--- src/rtl/bp_lce_starvation_ctrl.sv ---
// Starvation guard for the LCE: counts blocked cycles on the mem packet ports and withholds
// cache_req_ready_o so the LCE gets a free mem cycle once a port (or the aggregate) times out.
module bp_lce_starvation_ctrl #(
    parameter int ports_p       = 3,
    parameter int cnt_width_p   = 4,
    parameter int hold_cycles_p = 1,
    parameter int evt_width_p   = 16
) (
    input  logic                   clk_i,
    input  logic                   reset_n_i,
    input  logic [ports_p-1:0]     pkt_v_i,
    input  logic [ports_p-1:0]     pkt_yumi_i,
    input  logic [cnt_width_p-1:0] limit_i,
    input  logic                   mode_i,
    input  logic                   req_ready_i,
    input  logic                   evt_clear_i,
    output logic                   cache_req_ready_o,
    output logic [ports_p-1:0]     timeout_o,
    output logic                   starved_o,
    output logic [evt_width_p-1:0] evt_count_o,
    output logic [1:0]             state_o
);

    typedef enum logic [1:0] {
        IDLE   = 2'd0,
        STARVE = 2'd1,
        HOLD   = 2'd2
    } state_e;

    localparam int hold_w = (hold_cycles_p > 0) ? $clog2(hold_cycles_p + 1) : 1;
    localparam logic [hold_w-1:0] hold_init = hold_w'(hold_cycles_p);

    state_e                   state_q, state_d;
    logic [hold_w-1:0]        hold_q, hold_d;
    logic [evt_width_p-1:0]   evt_q, evt_d;
    logic [cnt_width_p-1:0]   cnt_q [ports_p];
    logic [cnt_width_p-1:0]   cnt_d [ports_p];
    logic                     mode_q;
    logic [ports_p-1:0]       blocked;
    logic                     any_blocked;
    logic                     any_to;
    logic                     evt_inc;

    function automatic logic [cnt_width_p-1:0] sat_inc(input logic [cnt_width_p-1:0] v);
        return (v == '1) ? v : v + cnt_width_p'(1);
    endfunction

    assign blocked     = pkt_v_i & ~pkt_yumi_i;
    assign any_blocked = |blocked;

    // A mode change clears every counter; the new mode starts counting the cycle after.
    always_comb begin
        for (int i = 0; i < ports_p; i++) begin
            cnt_d[i] = '0;
        end
        if (mode_i == mode_q) begin
            if (!mode_q) begin
                for (int i = 0; i < ports_p; i++) begin
                    cnt_d[i] = blocked[i] ? sat_inc(cnt_q[i]) : '0;
                end
            end else begin
                cnt_d[0] = any_blocked ? sat_inc(cnt_q[0]) : '0;
            end
        end
    end

    always_comb begin
        timeout_o = '0;
        for (int i = 0; i < ports_p; i++) begin
            timeout_o[i] = (limit_i != '0) && (cnt_q[i] >= limit_i);
        end
    end

    assign any_to = |timeout_o;

    always_comb begin
        state_d = state_q;
        hold_d  = hold_q;
        evt_inc = 1'b0;
        case (state_q)
            IDLE: begin
                if (any_to) begin
                    state_d = STARVE;
                    evt_inc = 1'b1;
                end
            end
            STARVE: begin
                if (!any_blocked) begin
                    if (hold_cycles_p == 0) begin
                        state_d = IDLE;
                    end else begin
                        state_d = HOLD;
                        hold_d  = hold_init;
                    end
                end
            end
            HOLD: begin
                // A fresh timeout during hysteresis is a new starvation event.
                if (any_to) begin
                    state_d = STARVE;
                    evt_inc = 1'b1;
                end else if (hold_q <= hold_w'(1)) begin
                    state_d = IDLE;
                end else begin
                    hold_d = hold_q - hold_w'(1);
                end
            end
            default: state_d = IDLE;
        endcase
    end

    always_comb begin
        evt_d = evt_q;
        if (evt_clear_i) begin
            evt_d = '0;
        end else if (evt_inc && (evt_q != '1)) begin
            evt_d = evt_q + evt_width_p'(1);
        end
    end

    always_ff @(posedge clk_i or negedge reset_n_i) begin
        if (!reset_n_i) begin
            state_q <= IDLE;
            hold_q  <= '0;
            evt_q   <= '0;
            mode_q  <= 1'b0;
            for (int i = 0; i < ports_p; i++) begin
                cnt_q[i] <= '0;
            end
        end else begin
            state_q <= state_d;
            hold_q  <= hold_d;
            evt_q   <= evt_d;
            mode_q  <= mode_i;
            for (int i = 0; i < ports_p; i++) begin
                cnt_q[i] <= cnt_d[i];
            end
        end
    end

    assign cache_req_ready_o = reset_n_i & req_ready_i & (state_q == IDLE) & ~any_to;
    assign starved_o         = (state_q != IDLE);
    assign evt_count_o       = evt_q;
    assign state_o           = state_q;

endmodule
--- config.mk ---
export PLATFORM = sky130hd
export DESIGN_NAME = bp_lce_starvation_ctrl
export DESIGN_NICKNAME = d
export VERILOG_FILES = /design/src/rtl/bp_lce_starvation_ctrl.sv
export SDC_FILE = /design/constraint.sdc
export NUM_CORES = 1
export LEC_CHECK = 0
export BUFFER_PORTS_ARGS = -buffer_cell sky130_fd_sc_hd__buf_2
export CAP_MARGIN = 0
export CORE_ASPECT_RATIO = 1.5
export CORE_MARGIN = 2
export CORE_UTILIZATION = 25
export CTS_CLUSTER_DIAMETER = 100
export DETAILED_ROUTE_END_ITERATION = 6
export GPL_ROUTABILITY_DRIVEN = 0
export HOLD_SLACK_MARGIN = 0.08
export PLACE_DENSITY = 0.49
export SLEW_MARGIN = 30
export SYNTH_ARGS = -nofsm -noshare
export SYNTH_HDL_FRONTEND = slang
export SYNTH_SLANG_ARGS = --single-unit
--- constraint.sdc ---
create_clock -name clk_i -period 2.8 [get_ports clk_i]
set_input_delay 0.14 -clock clk_i [delete_from_list [all_inputs] [get_ports clk_i]]
set_output_delay 0.14 -clock clk_i [all_outputs]
set_load 0.05 [all_outputs]
# Yosys cells after proc, flatten, opt, wreduce, memory -nomap -nowiden
# Cells that the tools add are included.
[classes]
addsub = 5
mux = 23
bitwise = 6
order_cmp = 4
n_reduce_logical = 14
eq_ne = 14
[ops]
columns = ["op", "n"]
rows = [
  ["2-to-1 mux 16 bit", 2],
  ["2-to-1 mux 4 bit", 8],
  ["adder 16 x 1 -> 16 bit (second input constant)", 1],
  ["!= test 16 bit (second input constant)", 1],
  ["adder 4 x 1 -> 4 bit (second input constant)", 3],
  ["== test 4 bit (second input constant)", 3],
  [">= comparator 4 bit", 3],
  ["2-to-1 mux 12 bit", 1],
  ["2-to-1 mux 2 bit", 4],
  ["2-to-1 mux 8 bit", 1],
  ["!= test 2 bit (second input constant)", 4],
  ["!= test 4 bit (second input constant)", 2],
  ["case mux 2 bit (3 select lines)", 1],
  ["nonzero test 2 bit", 3],
  ["OR reduction 3 bit", 2],
  ["2-to-1 mux 1 bit", 5],
  ["logical AND 1 bit", 4],
  ["AND reduction 4 bit", 1],
  ["nonzero test 4 bit", 1],
  ["bitwise AND 1 bit", 3],
  ["bitwise AND 3 bit", 1],
  ["!= test 3 bit (second input constant)", 1],
  ["inverter 3 bit", 1],
  ["AND reduction 3 bit", 1],
  ["9 further kinds", 9],
]
[word_totals]
input_bits = 15
regBits = 32

# Depth between registers and ports, before layout
[depth]
word_depth = 8
ltp_mapped = 10
depth_no_buf = 8

# Least setup slack after synthesis
# OpenSTA, ideal clock, no wires.
[synth_timing]
kind = "register to output"
from = "register cnt_q[8] (netlist name)"
to = "output port cache_req_ready_o"
stages_incl_launch_ff = 11
setup_slack_ns = 0.101
arrival_time_ns = 2.559
path_buffers = 2
cell_sequence = "dfrtp_1 inv_1 ha_1 nand2b_4 a2111oi_4 a21oi_2 nor3_4 buf_6 buf_8 nor2_1 nor3_2"
[synth_via]
elab_chain_len = 5
[synth_lines]
columns = ["item", "line_no", "rtl"]
rows = [
  ["start: declaration", "36", "logic [cnt_width_p-1:0] cnt_q [ports_p];"],
  ["start signal: indexed assignment", "136", "cnt_q[i] <= cnt_d[i];"],
  [">= comparator 4 bit", "70", "timeout_o[i] = (limit_i != '0) && (cnt_q[i] >= limit_i);"],
  ["logical AND 1 bit", "70", ""],
  ["OR reduction 3 bit", "74", "assign any_to = |timeout_o;"],
  ["inverter 1 bit", "141", "assign cache_req_ready_o = reset_n_i & req_ready_i & (state_q == IDLE) & ~any_to;"],
  ["bitwise AND 1 bit", "141", ""],
  ["end: declaration", "17", "output logic cache_req_ready_o,"],
]
# No other way between the ends.

# Worst setup path after layout
[layout_timing]
from = "register cnt_q[4] (netlist name)"
to = "output port cache_req_ready_o"
# Same word-level chain as after synthesis.

==> results.json <==
{
  "run_status": "completed",
  "worstSetupEndpointType": "output port",
  "r2r-start": "cnt_q[4]$_DFFE_PN0P_",
  "p_int_mw": 0.880,
  "synthToLayoutAreaGrowth_pct": 22.0,
  "rows": 41,
  "fmax_mhz": 381,
  "die-area_um2": 9340,
  "cts.path.max_buffers": 2,
  "drive_gt1_frac": 0.287,
  "power_frac_comb": 0.186,
  "cap_violations": 0,
  "drt-total-wl_mm": 5.16,
  "pre_cts_ws_ns": 0.391,
  "h-tree-depth": 2,
  "die_h_um": 117,
  "slew_viol_final": 0,
  "grt_max_degree": 32,
  "yosysWarnings": 0,
  "root_buffer": "clkbuf_16",
  "hold_end": "cnt_q[4]$_DFFE_PN0P_",
  "clk_latency_ns": 0.28,
  "finalCritPeriodShare": 0.936,
  "synth_cell_types": 51,
  "hold_class": "input port to register",
  "place_hpwl_mm": 3.88,
  "grt_pass1_wl_mm": 8.72,
  "avgViaCountPerCell": 4.77,
  "start_util": 0.256,
  "die_w_um": 79.6,
  "yosysSeqAreaShare": 0.362,
  "dr.pass1.iters": 4,
  "holdPathStages": 4,
  "synth_edf_count": 0,
  "worstPathMaxFanout": 27,
  "synth_area_um2": 2140,
  "grt_pass1_vias": 1797,
  "seqPwrFrac": 0.383,
  "grt_overflow": 0,
  "tightest_slew_ns": 0.438,
  "design.final.nets": 292,
  "synth_seq_cells": 31,
  "switching_share": 0.293,
  "finalSetupViolations": 0,
  "tritoncts": "built",
  "irDropWorstVdd_mv": 0.214,
  "io_buffers": 37,
  "critical_path.cell_chain": "inv_1, ha_1, nand2b_4, a2111oi_4, a21oi_2, nor3_4, buf_12, nor2_1, nor3_2, clkbuf_4",
  "grt_util_all_layers": 0.117,
  "period_needed_ns": 2.62,
  "antenna_found_initial": 0,
  "fin_ws_ns": 0.179,
  "finalClockSkew_ns": 0.00626,
  "required_ns": 2.66,
  "cp-start-kind": "register",
  "leakage_nw": 1.18,
  "hold_start": "pkt_yumi_i[1]",
  "rsz0062_at_grt": "no",
  "synthFlopType": "dfrtp_1",
  "path_class": "register to output port",
  "hold_violations": 0,
  "rr_endpoint": "evt_count_o[2]$_DFFE_PN0P_",
  "crit_slowest_cell": "dfrtp_1",
  "synthArstFlopShare": 1.00,
  "antennaDiodeCount": 0,
  "drt_iter0_drc": 68,
  "powerDensity_nw_per_um2": 477,
  "slew_headroom": 0.708,
  "cts_made_buffers": 5,
  "syn_inst": 219,
  "core_area_um2": 8360,
  "r2r_slack_ns": 0.57,
  "mostFrequentLayoutCells": "36 x buf_2, 30 x dfrtp_1, 27 x nor2_1, 16 x ha_1, 14 x nand2_1",
  "pin_count": 38,
  "cts.clk_slew.worst_paths_ns": 0.05,
  "clock_power_share": 0.431,
  "vias": 1757,
  "reg2regPathDepth": 9,
  "clock_sinks": 31,
  "finalSetupTns_ns": 0,
  "slowest_delay_ns": 0.42,
  "final_antenna_net_count": 0,
  "drc": 0,
  "synth_nets": 250,
  "syn_avg_cell_area_um2": 9.78,
  "cp.arrival_ns": 2.48,
  "layout_commonest_cell": "buf_2",
  "p_sw_mw": 0.365,
  "routedWlPerCell_um": 14.0
}
==> cell type report <==
cell class                      count  area, µm²
Fill cell                         881       5750
Timing Repair Buffer               42        243
Inverter                            8       30.0
Multi-Input combinational cell    173       1280
Clock buffer                        6        139
Clock inverter                      1       5.00
Tap cell                          107        134
Sequential cell                    31        777
==> metal layers <==
layer,GRT usage,vias to the layer above,share of wire
met1,0.135,839,0.42
met2,0.214,33,0.53
met4,0.0388,0,0.016
met5,0,-,0
met3,0.0185,7,0.031
li1,-,878,-
==> through the flow <==
stage	instance area (µm²)	hold WS, ns	cells	power [mW]	util
6_report	2610	0.208	368	1.25	0.312
5_1_grt	2610	0.263	368	1.30	0.312
4_1_cts	2610	0.205	368	1.27	0.312
3_5_place_dp	2440	0.296	359	0.717	0.292
3_3_place_gp	2440	0.292	359	0.714	0.292
2_1_floorplan	2140	-0.156	219	0.658	-
==> cells in the mapped netlist, types with 3 or more instances <==
cell type,instances,share of area
or4_1,5,0.018
a31oi_1,4,0.012
or3_1,3,0.0088
nor2b_1,11,0.032
nor4b_1,4,0.016
dfrtp_1,31,0.36
o31ai_1,6,0.021
xnor2_1,3,0.012
a21oi_1,8,0.019
inv_1,8,0.014
nor2_1,27,0.047
nor3b_1,5,0.018
nand4_1,3,0.0088
a21oi_2,3,0.012
ha_1,16,0.093
mux2i_1,3,0.014
nor3_1,9,0.021
nand3_1,10,0.023
mux2_4,4,0.028
nand2_1,14,0.025
==> worst max-delay path by stage <==
stage,startpoint,end,slack [ns]
floorplan,cnt_q[8]$_DFF_PN0_,cache_req_ready_o,0.10
global placement,cnt_q[8]$_DFF_PN0_,cache_req_ready_o,0.45
detailed placement,cnt_q[8]$_DFF_PN0_,cache_req_ready_o,0.39
CTS,cnt_q[8]$_DFF_PN0_,cache_req_ready_o,0.08
global route,cnt_q[8]$_DFF_PN0_,cache_req_ready_o,0.01
finish,cnt_q[4]$_DFFE_PN0P_,cache_req_ready_o,0.18
==> worst max-delay path, delay by kind of cell, from the launching register on <==
kind	cells	cell delay, ns
AND/OR/NAND/NOR	4	0.56
buffers and inverters	3	0.51
AO/OA/AOI/OAI	2	0.44
flip-flops	1	0.42
adder cells (fa/ha/maj)	1	0.27
==> logic make-up after synthesis <==
| group | share of synthesized area |
|---|---|
| flops | 0.362 |
| fa+ha+maj | 0.0935 |
| buf+inv | 0.0409 |
| xor+xnor | 0.0123 |
| simple gates | 0.316 |
| mux | 0.0526 |
| compound gates | 0.123 |
==> power by group through the flow <==
| stage | combinational, mW | clock (mW) | sequential [mW] |
|---|---|---|---|
| 2_1_floorplan | 0.147 | 0 | 0.510 |
| 3_3_place_gp | 0.231 | 0 | 0.483 |
| 3_5_place_dp | 0.233 | 0 | 0.484 |
| 4_1_cts | 0.235 | 0.553 | 0.477 |
| 5_1_grt | 0.254 | 0.568 | 0.479 |
| 6_report | 0.232 | 0.537 | 0.477 |
==> what timing repair did <==
| action | 4_1_cts | 5_1_grt |
|---|---|---|
| gates resized for setup | 0 | 2 |
| buffers inserted | 0 | 0 |
| hold buffers | 2 | 0 |
| endpoints found under the hold margin | 32 | 0 |
| endpoints found under the setup margin | 0 | 1 |
==> registers in the layout, summed over array words and instances, names as in the netlist <==
name / count
cnt_q: 12
evt_count_o: 16
mode_q: 1
state_o: 2
(Power assumes the default switching activity.)
